==> src/rtl/spi_frame_receiver.sv <==
// SPI-style frame receiver: synchronizes an external serial link, assembles
// WIDTH-bit frames (MSB first) and queues complete words in a small show-ahead
// FIFO for the downstream instruction queue.
module spi_frame_receiver #(
    parameter int WIDTH = 32,
    parameter int DEPTH = 4
) (
    input  logic             clk,
    input  logic             reset,
    input  logic             sclk_in,
    input  logic             cs_in,
    input  logic             sdata_in,
    input  logic             instr_ready,
    output logic [WIDTH-1:0] instr_out,
    output logic             instr_valid,
    output logic             busy,
    output logic             frame_err,
    output logic             overflow
);

    localparam int PTR_W = $clog2(DEPTH);
    localparam int CNT_W = PTR_W + 1;
    localparam int BIT_W = $clog2(WIDTH + 1);
    localparam logic [CNT_W-1:0] FULL_COUNT = CNT_W'(DEPTH);
    localparam logic [BIT_W-1:0] LAST_BIT   = BIT_W'(WIDTH - 1);

    typedef enum logic [1:0] {
        IDLE     = 2'd0,
        SHIFT    = 2'd1,
        COMMIT   = 2'd2,
        WAIT_END = 2'd3
    } state_t;

    // Synchronizer chains, previous-sample flops and startup tracking
    logic       sclk_meta_q, sclk_sync_q, sclk_prev_q;
    logic       cs_meta_q, cs_sync_q, cs_prev_q;
    logic       sdata_meta_q, sdata_sync_q;
    logic [1:0] sync_fill_q;
    logic       cs_armed_q;

    // FSM and datapath registers
    state_t             state_q;
    logic [BIT_W-1:0]   bit_cnt_q;
    logic [WIDTH-1:0]   shift_q;
    logic               busy_q;
    logic               frame_err_q;
    logic               overflow_q;

    // FIFO storage and bookkeeping
    logic [WIDTH-1:0]   mem_q [DEPTH];
    logic [PTR_W-1:0]   wr_ptr_q, rd_ptr_q, wr_ptr_d, rd_ptr_d;
    logic [CNT_W-1:0]   count_q, count_d;

    logic sclk_rise, cs_rise, cs_fall;
    logic pop, push;

    // A cs rise only counts once cs has been seen low after reset, so a frame
    // already in flight when reset releases is never picked up halfway.
    assign sclk_rise = sclk_sync_q & ~sclk_prev_q;
    assign cs_rise   = cs_sync_q & ~cs_prev_q & cs_armed_q;
    assign cs_fall   = ~cs_sync_q & cs_prev_q;

    assign instr_valid = (count_q != '0);
    assign instr_out   = instr_valid ? mem_q[rd_ptr_q] : '0;
    assign pop         = instr_valid & instr_ready;
    // A pop in the commit cycle frees the slot the new word needs.
    assign push        = (state_q == COMMIT) && ((count_q != FULL_COUNT) || pop);

    assign busy      = busy_q;
    assign frame_err = frame_err_q;
    assign overflow  = overflow_q;

    // Two-flop synchronizers plus edge-detect history; arm cs once seen low
    always_ff @(posedge clk) begin
        if (reset) begin
            sclk_meta_q  <= 1'b0;
            sclk_sync_q  <= 1'b0;
            sclk_prev_q  <= 1'b0;
            cs_meta_q    <= 1'b0;
            cs_sync_q    <= 1'b0;
            cs_prev_q    <= 1'b0;
            sdata_meta_q <= 1'b0;
            sdata_sync_q <= 1'b0;
            sync_fill_q  <= 2'b00;
            cs_armed_q   <= 1'b0;
        end else begin
            sclk_meta_q  <= sclk_in;
            sclk_sync_q  <= sclk_meta_q;
            sclk_prev_q  <= sclk_sync_q;
            cs_meta_q    <= cs_in;
            cs_sync_q    <= cs_meta_q;
            cs_prev_q    <= cs_sync_q;
            sdata_meta_q <= sdata_in;
            sdata_sync_q <= sdata_meta_q;
            sync_fill_q  <= {sync_fill_q[0], 1'b1};
            if (sync_fill_q[1] && !cs_sync_q) begin
                cs_armed_q <= 1'b1;
            end
        end
    end

    // Frame FSM: shift bits in, commit the word, wait for cs to drop
    always_ff @(posedge clk) begin
        if (reset) begin
            state_q     <= IDLE;
            bit_cnt_q   <= '0;
            shift_q     <= '0;
            busy_q      <= 1'b0;
            frame_err_q <= 1'b0;
            overflow_q  <= 1'b0;
        end else begin
            frame_err_q <= 1'b0;
            overflow_q  <= 1'b0;
            case (state_q)
                IDLE: begin
                    if (cs_rise) begin
                        state_q   <= SHIFT;
                        bit_cnt_q <= '0;
                        busy_q    <= 1'b1;
                    end
                end
                SHIFT: begin
                    // cs fall takes priority over a coincident sclk edge
                    if (cs_fall) begin
                        frame_err_q <= 1'b1;
                        state_q     <= IDLE;
                        busy_q      <= 1'b0;
                    end else if (sclk_rise) begin
                        shift_q   <= {shift_q[WIDTH-2:0], sdata_sync_q};
                        bit_cnt_q <= bit_cnt_q + BIT_W'(1);
                        if (bit_cnt_q == LAST_BIT) begin
                            state_q <= COMMIT;
                        end
                    end
                end
                COMMIT: begin
                    if (!push) begin
                        overflow_q <= 1'b1;
                    end
                    state_q <= WAIT_END;
                end
                WAIT_END: begin
                    if (!cs_sync_q) begin
                        state_q <= IDLE;
                        busy_q  <= 1'b0;
                    end
                end
                default: begin
                    state_q <= IDLE;
                    busy_q  <= 1'b0;
                end
            endcase
        end
    end

    // Next-state for FIFO pointers and occupancy
    always_comb begin
        wr_ptr_d = wr_ptr_q;
        rd_ptr_d = rd_ptr_q;
        count_d  = count_q;
        if (push) begin
            wr_ptr_d = wr_ptr_q + PTR_W'(1);
        end
        if (pop) begin
            rd_ptr_d = rd_ptr_q + PTR_W'(1);
        end
        case ({push, pop})
            2'b10:   count_d = count_q + CNT_W'(1);
            2'b01:   count_d = count_q - CNT_W'(1);
            default: count_d = count_q;
        endcase
    end

    // FIFO pointer and count registers
    always_ff @(posedge clk) begin
        if (reset) begin
            wr_ptr_q <= '0;
            rd_ptr_q <= '0;
            count_q  <= '0;
        end else begin
            wr_ptr_q <= wr_ptr_d;
            rd_ptr_q <= rd_ptr_d;
            count_q  <= count_d;
        end
    end

    // FIFO storage write; contents need no reset since count gates the output
    always_ff @(posedge clk) begin
        if (push) begin
            mem_q[wr_ptr_q] <= shift_q;
        end
    end

endmodule
==> config.mk <==
export PLATFORM = sky130hd
export DESIGN_NAME = spi_frame_receiver
export DESIGN_NICKNAME = d
export VERILOG_FILES = /design/src/rtl/spi_frame_receiver.sv
export SDC_FILE = /design/constraint.sdc
export NUM_CORES = 1
export LEC_CHECK = 0
export CORE_MARGIN = 8
export CORE_UTILIZATION = 29
export CTS_CLUSTER_DIAMETER = 100
export DETAILED_ROUTE_END_ITERATION = 16
export MAX_ROUTING_LAYER = met4
export PLACE_DENSITY_LB_ADDON = 0.12
export SLEW_MARGIN = 10
export SYNTH_ARGS = -nofsm -noshare
export SYNTH_HDL_FRONTEND = slang
export SYNTH_SLANG_ARGS = --single-unit
==> constraint.sdc <==
create_clock -name clk -period 6.34 [get_ports clk]
set_input_delay 0.951 -clock clk [delete_from_list [all_inputs] [get_ports clk]]
set_output_delay 0.951 -clock clk [all_outputs]
set_load 0.1 [all_outputs]
==> reports/metrics.json, run 1 <==
{
  "status": "complete, no violations",
  "dieArea_mm2": 0.03036,
  "number_of_global_route_vias_before_repair": 4090,
  "row_count": 58,
  "p_per_area_mw_per_mm2": 279.2,
  "cap_viol_max_count": 0,
  "synth_top_family_by_area": "simple AND/OR/NAND/NOR gates",
  "floorplan.die.width_um": 174.3,
  "remaining_drc_errors": 0,
  "crit_path_launch_type": "flip-flop",
  "port_buffers": 41,
  "layout.cells.most_common_list": "sky130_fd_sc_hd__edfxtp_1 (128), sky130_fd_sc_hd__nand2_1 (70), sky130_fd_sc_hd__dfxtp_1 (62)",
  "portion_of_the_clock_cycle_consumed_by_the_worst_path_in_the_final_layout_pct": 68.23,
  "timing.critical_path.arrival_ns": 3.38,
  "routed_via_density": 4.500,
  "dp_hpwl_um": 8663,
  "number_of_fillers_in_the_final_layout": 2381,
  "die_height_um": 174.3,
  "postSynthCellCount": 491,
  "yosys.area_share.simple_pct": 11.63,
  "synth.ff_latch_count": 191,
  "clkSlewWorstSetupHoldPaths_ns": 0.07,
  "grt_setup_unrepaired": "false",
  "cts.sinks": 191,
  "layout.nets": 543,
  "static-leakage-power_nw": 2.687,
  "synth_fa_ha_area_share_pct": 1.137,
  "worst-setup-path-type": "flip-flop to output port",
  "synth_compound_area_share_pct": 3.997,
  "mostFrequentLayoutCell": "sky130_fd_sc_hd__edfxtp_1",
  "setup_tns_ns": 0,
  "initial_core_util_pct": 29.18,
  "irDropWorstVdd_uv": 167.7,
  "number_of_enable_type_register_cells_in_the_synthesized_netlist": 128,
  "cp_top_family": "buffers and inverters",
  "cp.buffers_inverters": 2,
  "worst_path_largest_cell_delay_ns": 0.97,
  "synth_top_flop_cell": "sky130_fd_sc_hd__edfxtp_1",
  "cts-root-to-sink-buffers": 2,
  "grt_busiest_layer": "met2",
  "cp_slowest_cell": "sky130_fd_sc_hd__clkdlybuf4s50_1",
  "grt_antenna_before_repair": 0,
  "final-max-slew-violation-count": 0,
  "firstDrtPassIters": 4,
  "io-pin-count": 42,
  "final.hold.worst_slack_ns": 0.4431,
  "tritoncts_clock_tree": "built",
  "dr.first_iter.drc_count": 181,
  "synth_mux_area_share_pct": 10.06,
  "critical_path_required_ns": 5.39,
  "avgSynthCellArea_um2": 14.79,
  "design.core.area_mm2": 0.02489,
  "clk_latency_ns": 0.43,
  "async_reset_ff_share_pct": 0,
  "fmax_ghz": 0.2312,
  "globalplace.congestion": 0.6956,
  "post_drt_wl_per_cell_um": 16.75,
  "grt_max_degree": 63,
  "timing.slew.headroom_pct": 33.67,
  "postSynthNetCount": 503,
  "cts-root-buf": "sky130_fd_sc_hd__clkbuf_16",
  "number_of_failing_setup_endpoints_in_the_final_timing_report": 0,
  "diodes": 0,
  "hold_viol_final": 0,
  "postCtsSetupRepairBufs": 0,
  "period_minus_slack_ns": 4.326,
  "cp_cell_sequence": "buf_4 -> mux4_2 -> and2_1 -> clkdlybuf4s50_1",
  "worst_setup_ep_type": "output port",
  "wirelength_um": 14640,
  "globalRouteMet1Util_pct": 12.69,
  "synth_area_mm2": 0.007263,
  "timing.clock.skew_ns": 0.009582,
  "numCtsBuffers": 17,
  "areaGrowthSynthToFinish_pct": 18.85,
  "synth_xor_area_share_pct": 0.8441,
  "hold_buffers": 0,
  "min_path_type": "flip-flop to flip-flop",
  "synth_warnings": 0,
  "grt.met3_usage_pct": 2.821,
  "grt_pass1_wl_um": 23550,
  "critical_path.max_fanout": 18,
  "route.vias.total": 3933,
  "cts_max_level": 4,
  "cts-resized-gates": 0,
  "route.antenna.remaining_nets": 0,
  "tightest_slew_ns": 0.9918,
  "globalRouteTotalUtil_pct": 10.32,
  "grt.overflow.total": 0,
  "met2_usage_pct": 16.39,
  "ys_types": 43,
  "sequential_fraction_of_the_synthesis_area_pct": 70.28,
  "post_route_cells_drive_above_1_share_pct": 14.89
}
[cell type report]
cell class	count	area, µm²	area share, %
Clock buffer	17	425.4	4.928
Clock inverter	15	172.7	2.000
Sequential cell	191	5106	59.15
Tap cell	330	412.9	4.783
Multi-Input combinational cell	264	2016	23.35
Inverter	7	26.28	0.3044
Timing Repair Buffer	50	473.0	5.479
[final timing paths]
kind | start | end | slack, ns | cells after the start
max | flip-flop | instr_out[18] | 2.01 | 4
min reg2reg | sclk_meta_q$_SDFF_PP0_ | sclk_sync_q$_SDFF_PP0_ | 0.44 | 1
max reg2reg | flip-flop | mem_q[1][18]$_DFFE_PP_ | 3.52 | 4
min | sclk_meta_q$_SDFF_PP0_ | sclk_sync_q$_SDFF_PP0_ | 0.44 | 1
[cell families (layout without fill, tap and decap cells)]
group	count (synthesis)	in the layout
DFF	191	191
buffers and inverters	36	89
muxes	33	33
xor gates and xnor gates	7	7
adders and majority gates	6	6
AOI/OAI and AO/OA	51	51
and+or+nand+nor	167	167
[routing by layer]
layer	routed length [µm]	up-vias
met1	6830	1977
met2	7148	60
met4	164	0
met3	497	13
li1	-	1883
met5	0	-
[power by group]
part	leakage, nW	total, mW	switching, mW	internal [mW]
clock	0.290	1.07	0.510	0.565
sequential	1.69	1.32	0.00199	1.31
combinational	0.702	0.0196	0.0133	0.00631
[stage by stage]
step	setup slack (ns)	cell area, µm²	utilization (%)	power, mW	instances
3_3_place_gp	2.366	8034	32.28	1.365	842
5_1_grt	1.774	8632	34.68	2.497	874
2_1_floorplan	2.815	7263	-	1.357	491
4_1_cts	1.885	8632	34.68	2.442	874
6_report	2.014	8632	34.68	2.410	874
3_5_place_dp	2.373	8034	32.28	1.365	842
[cells in the mapped netlist (all sizes together), types with 7 or more instances]
cell | instances | area (µm²)
nand3 | 10 | 50.05
edfxtp | 128 | 3844
nor2 | 11 | 41.29
dfxtp | 63 | 1261
inv | 7 | 26.28
mux4 | 32 | 720.7
clkbuf | 19 | 71.32
a21oi | 37 | 185.2
nor3 | 8 | 40.04
nand2 | 70 | 262.8
and2 | 36 | 225.2
nor2b | 10 | 65.06
buf | 10 | 51.29
[sequential cells by signal (all words and copies together) (netlist names), 2 cells and up, named ones only]
signal	flops
sync_fill_q	2
mem_q	128
wr_ptr_q	2
count_q	3
shift_q	32
rd_ptr_q	2
bit_cnt_q	6
(Power assumes the default switching activity.)
==> run 2: changes to the inputs <==
==> constraint.sdc (replaced) <==
create_clock -name clk -period 4.5 [get_ports clk]
set_input_delay 0.675 -clock clk [delete_from_list [all_inputs] [get_ports clk]]
set_output_delay 0.675 -clock clk [all_outputs]
set_load 0.1 [all_outputs]
==> reports/metrics.json, run 2 (synthesis results as in run 1) <==
{
  "status": "complete, no violations",
  "portion_of_the_clock_cycle_consumed_by_the_worst_path_in_the_final_layout_pct": 69.81,
  "worst-setup-path-type": "flip-flop to output port",
  "grt_antenna_before_repair": {"value": 0, "change": "unchanged"},
  "dieArea": {"value": 0.03036, "unit": "mm²", "change": "unchanged"},
  "globalplace.congestion": {"value": 0.6847, "change": "-1.6%"},
  "cts.sinks": {"value": 191, "change": "unchanged"},
  "cts-root-buf": "sky130_fd_sc_hd__clkbuf_16",
  "p_per_area": {"value": 395.6, "unit": "mW/mm²", "change": "+42%"},
  "route.antenna.remaining_nets": {"value": 0, "change": "unchanged"},
  "timing.critical_path.depth": {"value": 4, "change": "unchanged"},
  "route.vias.total": {"value": 3896, "change": "-0.94%"},
  "regToRegStartpoint": "count_q[0]$_SDFFE_PP0P_",
  "layout.cells.most_common_list": "sky130_fd_sc_hd__edfxtp_1 (128), sky130_fd_sc_hd__nand2_1 (70), sky130_fd_sc_hd__dfxtp_1 (62)",
  "period_minus_slack_ns": 3.141,
  "worst_setup_ep_type": "output port",
  "reg_top3": "mem_q: 128 flops, shift_q: 32 flops, bit_cnt_q: 6 flops",
  "row_count": {"value": 58, "change": "unchanged"},
  "timing.critical_path.arrival": {"value": 2.47, "unit": "ns", "change": "-0.91 ns"},
  "min_path_type": "flip-flop to flip-flop",
  "areaGrowthSynthToFinish_pct": 17.76,
  "timing.clock.skew": {"value": 0.01095, "unit": "ns", "change": "+0.001364 ns"},
  "layout.nets": {"value": 544, "change": "+0.18%"},
  "hold_buffers": {"value": 0, "change": "unchanged"},
  "number_of_global_route_vias_before_repair": {"value": 4203, "change": "+2.8%"},
  "power.total": {"value": 3.384, "unit": "mW", "change": "+40%"},
  "hold-path-endpoint": "shift_q[0]$_SDFFE_PP0P_",
  "cp.buffers_inverters": {"value": 2, "change": "unchanged"},
  "critical_path.max_fanout": {"value": 15, "change": "-3"},
  "min_from": "sdata_sync_q$_SDFF_PP0_",
  "worst_path_largest_cell_delay": {"value": 0.72, "unit": "ns", "change": "-0.25 ns"},
  "dr.first_iter.drc_count": {"value": 140, "change": "-23%"},
  "hold_depth": {"value": 2, "change": "+1"},
  "floorplan.die.width": {"value": 174.3, "unit": "µm", "change": "unchanged"},
  "tightest_slew": {"value": 1.045, "unit": "ns", "change": "+0.05319 ns"},
  "grt_pass1_wl": {"value": 23260, "unit": "µm", "change": "-1.2%"},
  "hold_viol_final": {"value": 0, "change": "unchanged"},
  "tritoncts_clock_tree": "built",
  "globalRouteTotalUtil": {"value": 10.20, "unit": "%", "change": "-0.12 points"},
  "firstDrtPassIters": {"value": 4, "change": "unchanged"},
  "cap_viol_max_count": {"value": 0, "change": "unchanged"},
  "multiInputGateArea": {"value": 0.002016, "unit": "mm²", "change": "unchanged"},
  "setup_tns": {"value": 0, "unit": "ns", "change": "unchanged"},
  "initial_core_util": {"value": 29.18, "unit": "%", "change": "unchanged"},
  "dp_hpwl": {"value": 8109, "unit": "µm", "change": "-6.4%"},
  "grt.overflow.total": {"value": 0, "change": "unchanged"},
  "numCtsBuffers": {"value": 17, "change": "unchanged"},
  "mostFrequentLayoutCell": "sky130_fd_sc_hd__edfxtp_1",
  "clk_latency": {"value": 0.43, "unit": "ns", "change": "about the same"},
  "port_buffers": {"value": 41, "change": "unchanged"},
  "post_route_cells_drive_above_1_share": {"value": 20.92, "unit": "%", "change": "+6.0 points"},
  "grt_max_degree": {"value": 47, "change": "-25%"},
  "max_flop_register": "mem_q",
  "clkSlewWorstSetupHoldPaths": {"value": 0.07, "unit": "ns", "change": "about the same"},
  "path_common_cell": "sky130_fd_sc_hd__buf_4",
  "remaining_drc_errors": {"value": 0, "change": "unchanged"},
  "cp_top_family": "flip-flops",
  "design.core.area": {"value": 0.02489, "unit": "mm²", "change": "unchanged"},
  "cts-resized-gates": {"value": 0, "change": "unchanged"},
  "crit_path_launch_type": "flip-flop",
  "critical_path_required": {"value": 3.83, "unit": "ns", "change": "-1.56 ns"},
  "setup.reg_to_reg.worst_slack": {"value": 1.88, "unit": "ns", "change": "-1.64 ns"},
  "post_drt_wl_per_cell": {"value": 16.45, "unit": "µm", "change": "-1.8%"},
  "cts-root-to-sink-buffers": {"value": 2, "change": "unchanged"},
  "fmax_ghz": 0.3183,
  "static-leakage-power": {"value": 2.758, "unit": "nW", "change": "+2.6%"},
  "cts_max_level": {"value": 4, "change": "unchanged"},
  "number_of_fillers_in_the_final_layout": {"value": 2433, "change": "+2.2%"},
  "grt_setup_unrepaired": "false",
  "reg2reg_capture_point": "count_q[2]$_SDFFE_PP0P_",
  "largest_reg_flops": {"value": 128, "change": "unchanged"},
  "final-max-slew-violation-count": {"value": 0, "change": "unchanged"},
  "register_area": {"value": 0.005106, "unit": "mm²", "change": "unchanged"},
  "reg2regPathDepth": {"value": 5, "change": "+1"},
  "io-pin-count": {"value": 42, "change": "unchanged"},
  "cp_slowest_cell": "sky130_fd_sc_hd__dfxtp_2",
  "timing.slew.headroom": {"value": 30.33, "unit": "%", "change": "-3.3 points"},
  "diodes": {"value": 0, "change": "unchanged"},
  "postCtsSetupRepairBufs": {"value": 0, "change": "unchanged"},
  "irDropWorstVdd": {"value": 222.9, "unit": "µV", "change": "+33%"},
  "routed_via_density": {"value": 4.453, "change": "-1.1%"},
  "die_height": {"value": 174.3, "unit": "µm", "change": "unchanged"},
  "wirelength": {"value": 14390, "unit": "µm", "change": "-1.7%"},
  "number_of_failing_setup_endpoints_in_the_final_timing_report": {"value": 0, "change": "unchanged"},
  "cp_cell_sequence": "buf_4 -> mux4_2 -> and2_1 -> buf_4"
}
## run 2: cell count changes in the layout (fill, tap and decap cells not counted), sizes merged
cell and change:
buf +34, clkbuf +1, clkinvlp -1, clkdlybuf4s50 -33
inv +1, clkinv -1
## run 2: stage by stage
stage               setup slack, ns  hold WS [ns]  utilization, %  instance area (µm²)  std cells
CTS                           1.245        0.4404           34.36                 8553        875
finish                        1.359        0.4408           34.36                 8553        875
global route                  1.140        0.4544           34.36                 8553        875
floorplan                     1.251        0.4138               -                 7263        491
global placement              1.671        0.4201           31.97                 7959        843
detailed placement            1.604        0.4273           31.97                 7959        843
## run 2: final cells by class
type	instances	area share [%]
timing repair buffer	51	4.652
inverter	7	0.3072
sequential	191	59.70
clock buffer	18	5.018
clock inverter	14	1.931
multi-input combinational	264	23.57
tap	330	4.827
## run 2: worst reg2reg max path: stages (launching register included)
cell and delay (ns):
sky130_fd_sc_hd__dfxtp_1 0.43, sky130_fd_sc_hd__or3_1 0.84, sky130_fd_sc_hd__nand3_1 0.20, sky130_fd_sc_hd__fa_1 0.47
sky130_fd_sc_hd__or3_1 0.41, sky130_fd_sc_hd__a31oi_1 0.19
## run 2: worst max path at each step
stage | start | endpoint | slack (ns)
after CTS | count_q[0]$_SDFFE_PP0P_ | instr_out[26] | 1.25
after global placement | instr_ready | mem_q[2][13]$_DFFE_PP_ | 1.67
final | flip-flop | instr_out[31] | 1.36
after floorplan | count_q[0]$_SDFFE_PP0P_ | instr_out[23] | 1.25
after detailed placement | instr_ready | mem_q[1][22]$_DFFE_PP_ | 1.60
after global routing | flip-flop | instr_out[31] | 1.14
## run 2: power by group
part / total, mW / internal [mW] / switching, mW
combinational: 0.0277 / 0.00888 / 0.0188
sequential: 1.85 / 1.85 / 0.00247
clock: 1.50 / 0.795 / 0.707
## run 2: routing by layer
metal	vias up	GRT usage, %	routed length, µm	share of wire [%]
li1	1879	-	-	-
met1	1951	12.40	6770	47
met2	54	16.29	7026	49
met3	12	2.625	420	2.9
met4	0	3.527	174	1.2
met5	-	-	0	0
==> run 3: changes to the inputs <==
==> constraint.sdc (replaced) <==
create_clock -name clk -period 3 [get_ports clk]
set_input_delay 0.45 -clock clk [delete_from_list [all_inputs] [get_ports clk]]
set_output_delay 0.45 -clock clk [all_outputs]
set_load 0.1 [all_outputs]
==> reports/metrics.json, run 3 (synthesis results as in run 1) <==
{
  "status": "complete, no violations",
  "diodes": {"value": 0, "change": "unchanged"},
  "min_path_type": "flip-flop to flip-flop",
  "reg_top3": "mem_q: 128 flops, shift_q: 32 flops, bit_cnt_q: 6 flops",
  "mostFrequentLayoutCell": "sky130_fd_sc_hd__edfxtp_1",
  "cts-root-buf": "sky130_fd_sc_hd__clkbuf_16",
  "globalRouteTotalUtil": {"value": 10.28, "unit": "%", "change": "+0.077 points"},
  "hold_depth": {"value": 2, "change": "unchanged"},
  "hold_buffers": {"value": 0, "change": "unchanged"},
  "floorplan.die.width": {"value": 174.3, "unit": "µm", "change": "unchanged"},
  "grt_antenna_before_repair": {"value": 0, "change": "unchanged"},
  "worst-setup-path-type": "flip-flop to output port",
  "setup_tns": {"value": 0, "unit": "ns", "change": "unchanged"},
  "crit_path_launch_type": "flip-flop",
  "reg2regPathDepth": {"value": 5, "change": "unchanged"},
  "cp.buffers_inverters": {"value": 2, "change": "unchanged"},
  "worst_path_largest_cell_delay": {"value": 0.56, "unit": "ns", "change": "-0.16 ns"},
  "power.total": {"value": 5.040, "unit": "mW", "change": "+49%"},
  "post_route_cells_drive_above_1_share": {"value": 21.28, "unit": "%", "change": "+0.37 points"},
  "static-leakage-power": {"value": 2.859, "unit": "nW", "change": "+3.6%"},
  "tightest_slew": {"value": 0.6437, "unit": "ns", "change": "-0.4014 ns"},
  "dr.first_iter.drc_count": {"value": 137, "change": "-2.1%"},
  "cts.sinks": {"value": 191, "change": "unchanged"},
  "fmax_ghz": 0.4031,
  "number_of_global_route_vias_before_repair": {"value": 4229, "change": "+0.62%"},
  "path_common_cell": "sky130_fd_sc_hd__buf_12",
  "crit_end": "instr_out[2]",
  "io-pin-count": {"value": 42, "change": "unchanged"},
  "timing.slew.headroom": {"value": 57.09, "unit": "%", "change": "+27 points"},
  "globalplace.congestion": {"value": 0.6801, "change": "-0.67%"},
  "portion_of_the_clock_cycle_consumed_by_the_worst_path_in_the_final_layout_pct": 82.69,
  "timing.critical_path.arrival": {"value": 2.03, "unit": "ns", "change": "-0.44 ns"},
  "number_of_failing_setup_endpoints_in_the_final_timing_report": {"value": 0, "change": "unchanged"},
  "cts-root-to-sink-buffers": {"value": 2, "change": "unchanged"},
  "p_per_area": {"value": 558.9, "unit": "mW/mm²", "change": "+41%"},
  "critical_path.max_fanout": {"value": 32, "change": "+17"},
  "final-max-slew-violation-count": {"value": 0, "change": "unchanged"},
  "largest_reg_flops": {"value": 128, "change": "unchanged"},
  "critical_path_required": {"value": 2.55, "unit": "ns", "change": "-1.28 ns"},
  "firstDrtPassIters": {"value": 4, "change": "unchanged"},
  "reg2reg_capture_point": "count_q[2]$_SDFFE_PP0P_",
  "cp_cell_sequence": "buf_12 -> mux4_2 -> and2_1 -> buf_12",
  "regToRegStartpoint": "state_q[0]$_SDFFE_PP0P_",
  "design.core.area": {"value": 0.02489, "unit": "mm²", "change": "unchanged"},
  "port_buffers": {"value": 41, "change": "unchanged"},
  "grt_pass1_wl": {"value": 23500, "unit": "µm", "change": "+1.0%"},
  "grt_max_degree": {"value": 36, "change": "-23%"},
  "timing.critical_path.depth": {"value": 4, "change": "unchanged"},
  "clk_latency": {"value": 0.43, "unit": "ns", "change": "about the same"},
  "row_count": {"value": 58, "change": "unchanged"},
  "cts-resized-gates": {"value": 0, "change": "unchanged"},
  "hold_viol_final": {"value": 0, "change": "unchanged"},
  "layout.cells.most_common_list": "sky130_fd_sc_hd__edfxtp_1 (128), sky130_fd_sc_hd__nand2_1 (70), sky130_fd_sc_hd__dfxtp_1 (62)",
  "route.antenna.remaining_nets": {"value": 0, "change": "unchanged"},
  "grt.overflow.total": {"value": 0, "change": "unchanged"},
  "initial_core_util": {"value": 29.18, "unit": "%", "change": "unchanged"},
  "route.vias.total": {"value": 3949, "change": "+1.4%"},
  "dieArea": {"value": 0.03036, "unit": "mm²", "change": "unchanged"},
  "irDropWorstVdd": {"value": 347.7, "unit": "µV", "change": "+56%"},
  "layout.nets": {"value": 544, "change": "unchanged"},
  "max_flop_register": "mem_q",
  "cp_slowest_cell": "sky130_fd_sc_hd__mux4_2",
  "tritoncts_clock_tree": "built",
  "dp_hpwl": {"value": 8061, "unit": "µm", "change": "-0.60%"},
  "routed_via_density": {"value": 4.513, "change": "+1.4%"},
  "worst_setup_ep_type": "output port",
  "cp_top_family": "multiplexers",
  "cts_max_level": {"value": 4, "change": "unchanged"},
  "numCtsBuffers": {"value": 17, "change": "unchanged"},
  "period_minus_slack_ns": 2.481,
  "remaining_drc_errors": {"value": 0, "change": "unchanged"},
  "setup.reg_to_reg.worst_slack": {"value": 0.85, "unit": "ns", "change": "-1.03 ns"},
  "clkSlewWorstSetupHoldPaths": {"value": 0.07, "unit": "ns", "change": "about the same"},
  "timing.clock.skew": {"value": 0.009449, "unit": "ns", "change": "-0.001498 ns"},
  "post_drt_wl_per_cell": {"value": 16.63, "unit": "µm", "change": "+1.1%"},
  "wirelength": {"value": 14560, "unit": "µm", "change": "+1.1%"},
  "cap_viol_max_count": {"value": 0, "change": "unchanged"},
  "postCtsSetupRepairBufs": {"value": 0, "change": "unchanged"},
  "areaGrowthSynthToFinish_pct": 24.15,
  "grt_setup_unrepaired": "false",
  "die_height": {"value": 174.3, "unit": "µm", "change": "unchanged"}
}
## run 3: how the worst min path moves through the flow
stage / from / endpoint
final: sdata_sync_q$_SDFF_PP0_ / shift_q[0]$_SDFFE_PP0P_
after global routing: cs_meta_q$_SDFF_PP0_ / cs_sync_q$_SDFF_PP0_
after CTS: sdata_sync_q$_SDFF_PP0_ / shift_q[0]$_SDFFE_PP0P_
after detailed placement: sdata_sync_q$_SDFF_PP0_ / shift_q[0]$_SDFFE_PP0P_
after global placement: sdata_sync_q$_SDFF_PP0_ / shift_q[0]$_SDFFE_PP0P_
after floorplan: cs_meta_q$_SDFF_PP0_ / cs_sync_q$_SDFF_PP0_
## run 3: metrics by stage
stage                     area [µm²]  hold WS, ns  setup slack, ns  util (%)  instances
after floorplan                 7264       0.4138           0.4617         -        491
after global placement          8438       0.4245           0.6406     33.90        843
final                           9017       0.4392           0.5192     36.23        875
after detailed placement        8438       0.4269           0.5799     33.90        843
after global routing            9017       0.4648           0.4215     36.23        875
after CTS                       9017       0.4364           0.4664     36.23        875
## run 3: layout make-up
cell class | count | area (µm²)
Timing Repair Buffer | 51 | 878.3
Fill cell | 2373 | 15870
Multi-Input combinational cell | 264 | 2014
Sequential cell | 191 | 5106
Tap cell | 330 | 412.9
Clock buffer | 18 | 429.2
Clock inverter | 14 | 150.1
Inverter | 7 | 26.28
## run 3: where the power goes
group	internal, mW	switching, mW
clock	1.18	1.04
combinational	0.0156	0.0292
sequential	2.78	0.00387
## run 3: routing by layer
layer	part of all wire, %	vias to the layer above	track usage (%)
li1	-	1885	-
met1	46	1989	12.24
met2	50	64	16.85
met3	3.0	11	2.430
met4	1.2	0	3.634
met5	0	-	-
## run 3: worst register-to-register path: stages, from the launching register on
cell	delay [ns]
sky130_fd_sc_hd__dfxtp_1	0.52
sky130_fd_sc_hd__nand2b_1	0.41
sky130_fd_sc_hd__nand3_1	0.17
sky130_fd_sc_hd__fa_1	0.45
sky130_fd_sc_hd__or3_1	0.38
sky130_fd_sc_hd__a31oi_1	0.15
==> RTL change, RTL diff (config.mk and constraints of run 2) <==
Reset style: asynchronous (`reset`), changed in 3 clocked blocks.
--- a/src/rtl/spi_frame_receiver.sv
+++ b/src/rtl/spi_frame_receiver.sv
@@ -72,5 +72,5 @@
 
     // Two-flop synchronizers plus edge-detect history; arm cs once seen low
-    always_ff @(posedge clk) begin
+    always_ff @(posedge clk or posedge reset) begin
         if (reset) begin
             sclk_meta_q  <= 1'b0;
@@ -101,5 +101,5 @@
 
     // Frame FSM: shift bits in, commit the word, wait for cs to drop
-    always_ff @(posedge clk) begin
+    always_ff @(posedge clk or posedge reset) begin
         if (reset) begin
             state_q     <= IDLE;
@@ -173,5 +173,5 @@
 
     // FIFO pointer and count registers
-    always_ff @(posedge clk) begin
+    always_ff @(posedge clk or posedge reset) begin
         if (reset) begin
             wr_ptr_q <= '0;
Formal check against the unedited RTL: differs if reset is asserted again (counterexample within 10 cycles, from zero or initial values and one cycle with reset high); with reset held inactive, the same outputs for 10 cycles.
==> RTL change against run 2 <==
Routed wire length grew 1.4%. Cell area grew 2.7%. Sequential cell count shrank 2. Maximum frequency shrank 2.3%. Count of clock-buffer cells in the layout is the same. Area after synthesis grew 3.1%. Worst setup slack lost 0.074 ns.
Power is not compared: it rests on default switching activity, and its combinational part moved more than twofold at a synthesized area within 25%.
==> RTL change: results (changes against run 2) <==
stage,metric,value,unit,change
global_route,vias in the first global route,4089,,-2.7%
clock_network,CTS buffer count,17,,unchanged
critical_path,CP max stage cell,dfrtp_2,,
critical_path,r2r setup slk,2.12,ns,+0.24 ns
global_route,first-pass GRT wire length,23700,um,+1.9%
clock_network,Root Buffer,clkbuf_16,,
global_route,initial antenna violation count,0,,unchanged
clock_network,clk buf depth,2,,unchanged
placed_design,DP HPWL,8440,um,+4.1%
detailed_routing,DRC violations left,0,,unchanged
detailed_routing,DRT Pass-1 Iters,4,,unchanged
layout,# diodes,0,,unchanged
clock_network,"Reg clk slew, reported paths",0.07,ns,about the same
clock_network,H-tree levels,4,,unchanged
layout,area of the multi-input gates,1960,sq um,-3.0%
clock_network,worst-skew pair later-pin latency,0.43,ns,about the same
timing,relative slew slack,30.8,%,+0.46 points
power_and_ir_drop,Peak VDD IR,0.000311,V,
detailed_routing,vias per cell,4.45,,about the same
min_path,hold crit path type,reg2reg,,
critical_path,Worst EP arrival,2.54,ns,+0.07 ns
layout,share of layout cells above drive strength 1,30.3,%,+9.4 points
critical_path,Slowest Stage Delay on Critical Path,0.81,ns,+0.09 ns
critical_path,worst reg2reg path startpoint,state_q[0]$_DFFE_PP0P_,,
power_and_ir_drop,leak pwr,3.30,nW,
run_status,status,"complete, no violations",,
logic_synthesis,sequential share of the synthesized area,71.7,%,+1.4 points
layout,largest registers,"mem_q x128, shift_q x32, bit_cnt_q x6",,
logic_synthesis,Ys Warns,0,,unchanged
logic_synthesis,synth cell count leaders,"edfxtp_1 (128), dfrtp_1 (61), and2_1 (36)",,
timing,clk_skew,0.0111,ns,+0.000112 ns
placed_design,PortBufs,41,,unchanged
min_path,worst hold path depth,0,,-2
global_route,pin count of the biggest net entering global routing,37,,-21%
detailed_routing,Routed WL,14600,um,+1.4%
layout,layout filler cell count,2472,,+1.6%
clock_network,PostCTS Resize Cnt,0,,unchanged
logic_synthesis,largest cells by area after synthesis,"edfxtp_1 (51%), dfrtp_1 (20%), mux4_2 (9.6%)",,
logic_synthesis,top_reg_cell synth,edfxtp_1,,
critical_path,CP max FO,19,,+4
logic_synthesis,"Distinct cells, synth",37,,-14%
logic_synthesis,"Async S/R FF share, synth",32.3,%,+32 points
global_route,All-Layer GR Usage,10.3,%,+0.076 points
placed_design,RePlAce Congestion,0.755,,+10%
detailed_routing,DRC violation total after the first TritonRoute iteration,171,,+22%
min_path,Hold Startpoint,sclk_meta_q$_DFF_PP0_,,
logic_synthesis,total nets after synthesis,416,,-17%
critical_path,RR Endpoint,mem_q[1][18]$_DFFE_PP_,,
clock_network,Post-CTS Setup Bufs,0,,unchanged
layout,final net count,467,,-14%
critical_path,Worst R2R Path Depth,4,,-1
logic_synthesis,"EDFF count, synth",128,,unchanged
min_path,hold endpoint,sclk_sync_q$_DFF_PP0_,,
==> RTL change: changes by cell type after synthesis, moves of 7 or more <==
cell,run 2,this run
nand3_1,10,3
dfxtp_1,63,0
clkbuf_1,19,8
nand2_1,70,12
a21oi_1,37,9
nor3_1,8,1
mux2_4,0,27
dfrtp_1,0,61
==> RTL change: final cells by class <==
type	count	area share [%]
clock inverters	14	1.74
clock buffers	18	4.89
multi-input cells	184	22.3
inverters	11	0.470
flip-flops and latches	189	61.2
repair buffers	52	4.70
well taps	335	4.77
==> RTL change: power by group <==
group | switching [mW] | internal, mW | total (mW) | leakage, nW
clock network | 0.691 | 0.787 | 1.48 | 0.276
logic | 1.01 | 0.431 | 1.44 | 1.04
registers | 0.156 | 1.94 | 2.09 | 1.99
==> RTL change: logic make-up (layout without fill, tap and decap cells) <==
group           after synthesis  in the layout  synth area share [%]
compound gates               30             30                  2.44
xor+xnor                      5              5                 0.585
fa+ha+maj                     6              6                  1.10
buf+inv                      31             95                  2.21
flops                       189            189                  71.7
mux                          64             64                  15.8
other cells                   1              1                0.0501
simple gates                 78             78                  6.13
==> RTL change: through the flow <==
step / total power [mW] / hold WS (ns) / instance area [sq um] / instances / setup WS [ns]
4_1_cts: 5.11 / 0.354 / 8780 / 803 / 1.16
2_1_floorplan: 3.26 / 0.331 / 7490 / 404 / 1.24
5_1_grt: 5.25 / 0.368 / 8780 / 803 / 1.06
3_5_place_dp: 3.61 / 0.336 / 8200 / 771 / 1.60
6_report: 5.01 / 0.354 / 8780 / 803 / 1.29
3_3_place_gp: 3.60 / 0.340 / 8200 / 771 / 1.62
==> RTL change: worst max path at each step <==
stage	startpoint	to	slack (ns)	cells after the start
after floorplan	count_q[2]$_DFFE_PP0P_	instr_out[23]	1.24	4
after global placement	rd_ptr_q[0]$_DFFE_PP0P_	instr_out[16]	1.62	4
after detailed placement	instr_ready	mem_q[0][20]$_DFFE_PP_	1.60	5
after CTS	rd_ptr_q[0]$_DFFE_PP0P_	instr_out[16]	1.16	4
after global routing	rd_ptr_q[0]$_DFFE_PP0P_	instr_out[16]	1.06	4
final	rd_ptr_q[0]$_DFFE_PP0P_	instr_out[16]	1.29	4
==> RTL change: routing by layer <==
metal	up-vias	wire, um	track usage [%]
met1	1891	6890	13.0
met3	9	377	2.67
met2	43	7190	16.0
li1	1633	-	-
met5	-	0	-
met4	0	136	3.01
==> RTL change: critical path: cells and delay by family (launching register included) <==
family,cells,cell delay (ns)
flops,1,0.81
buf+inv,2,0.59
mux,1,0.55
simple gates,1,0.17
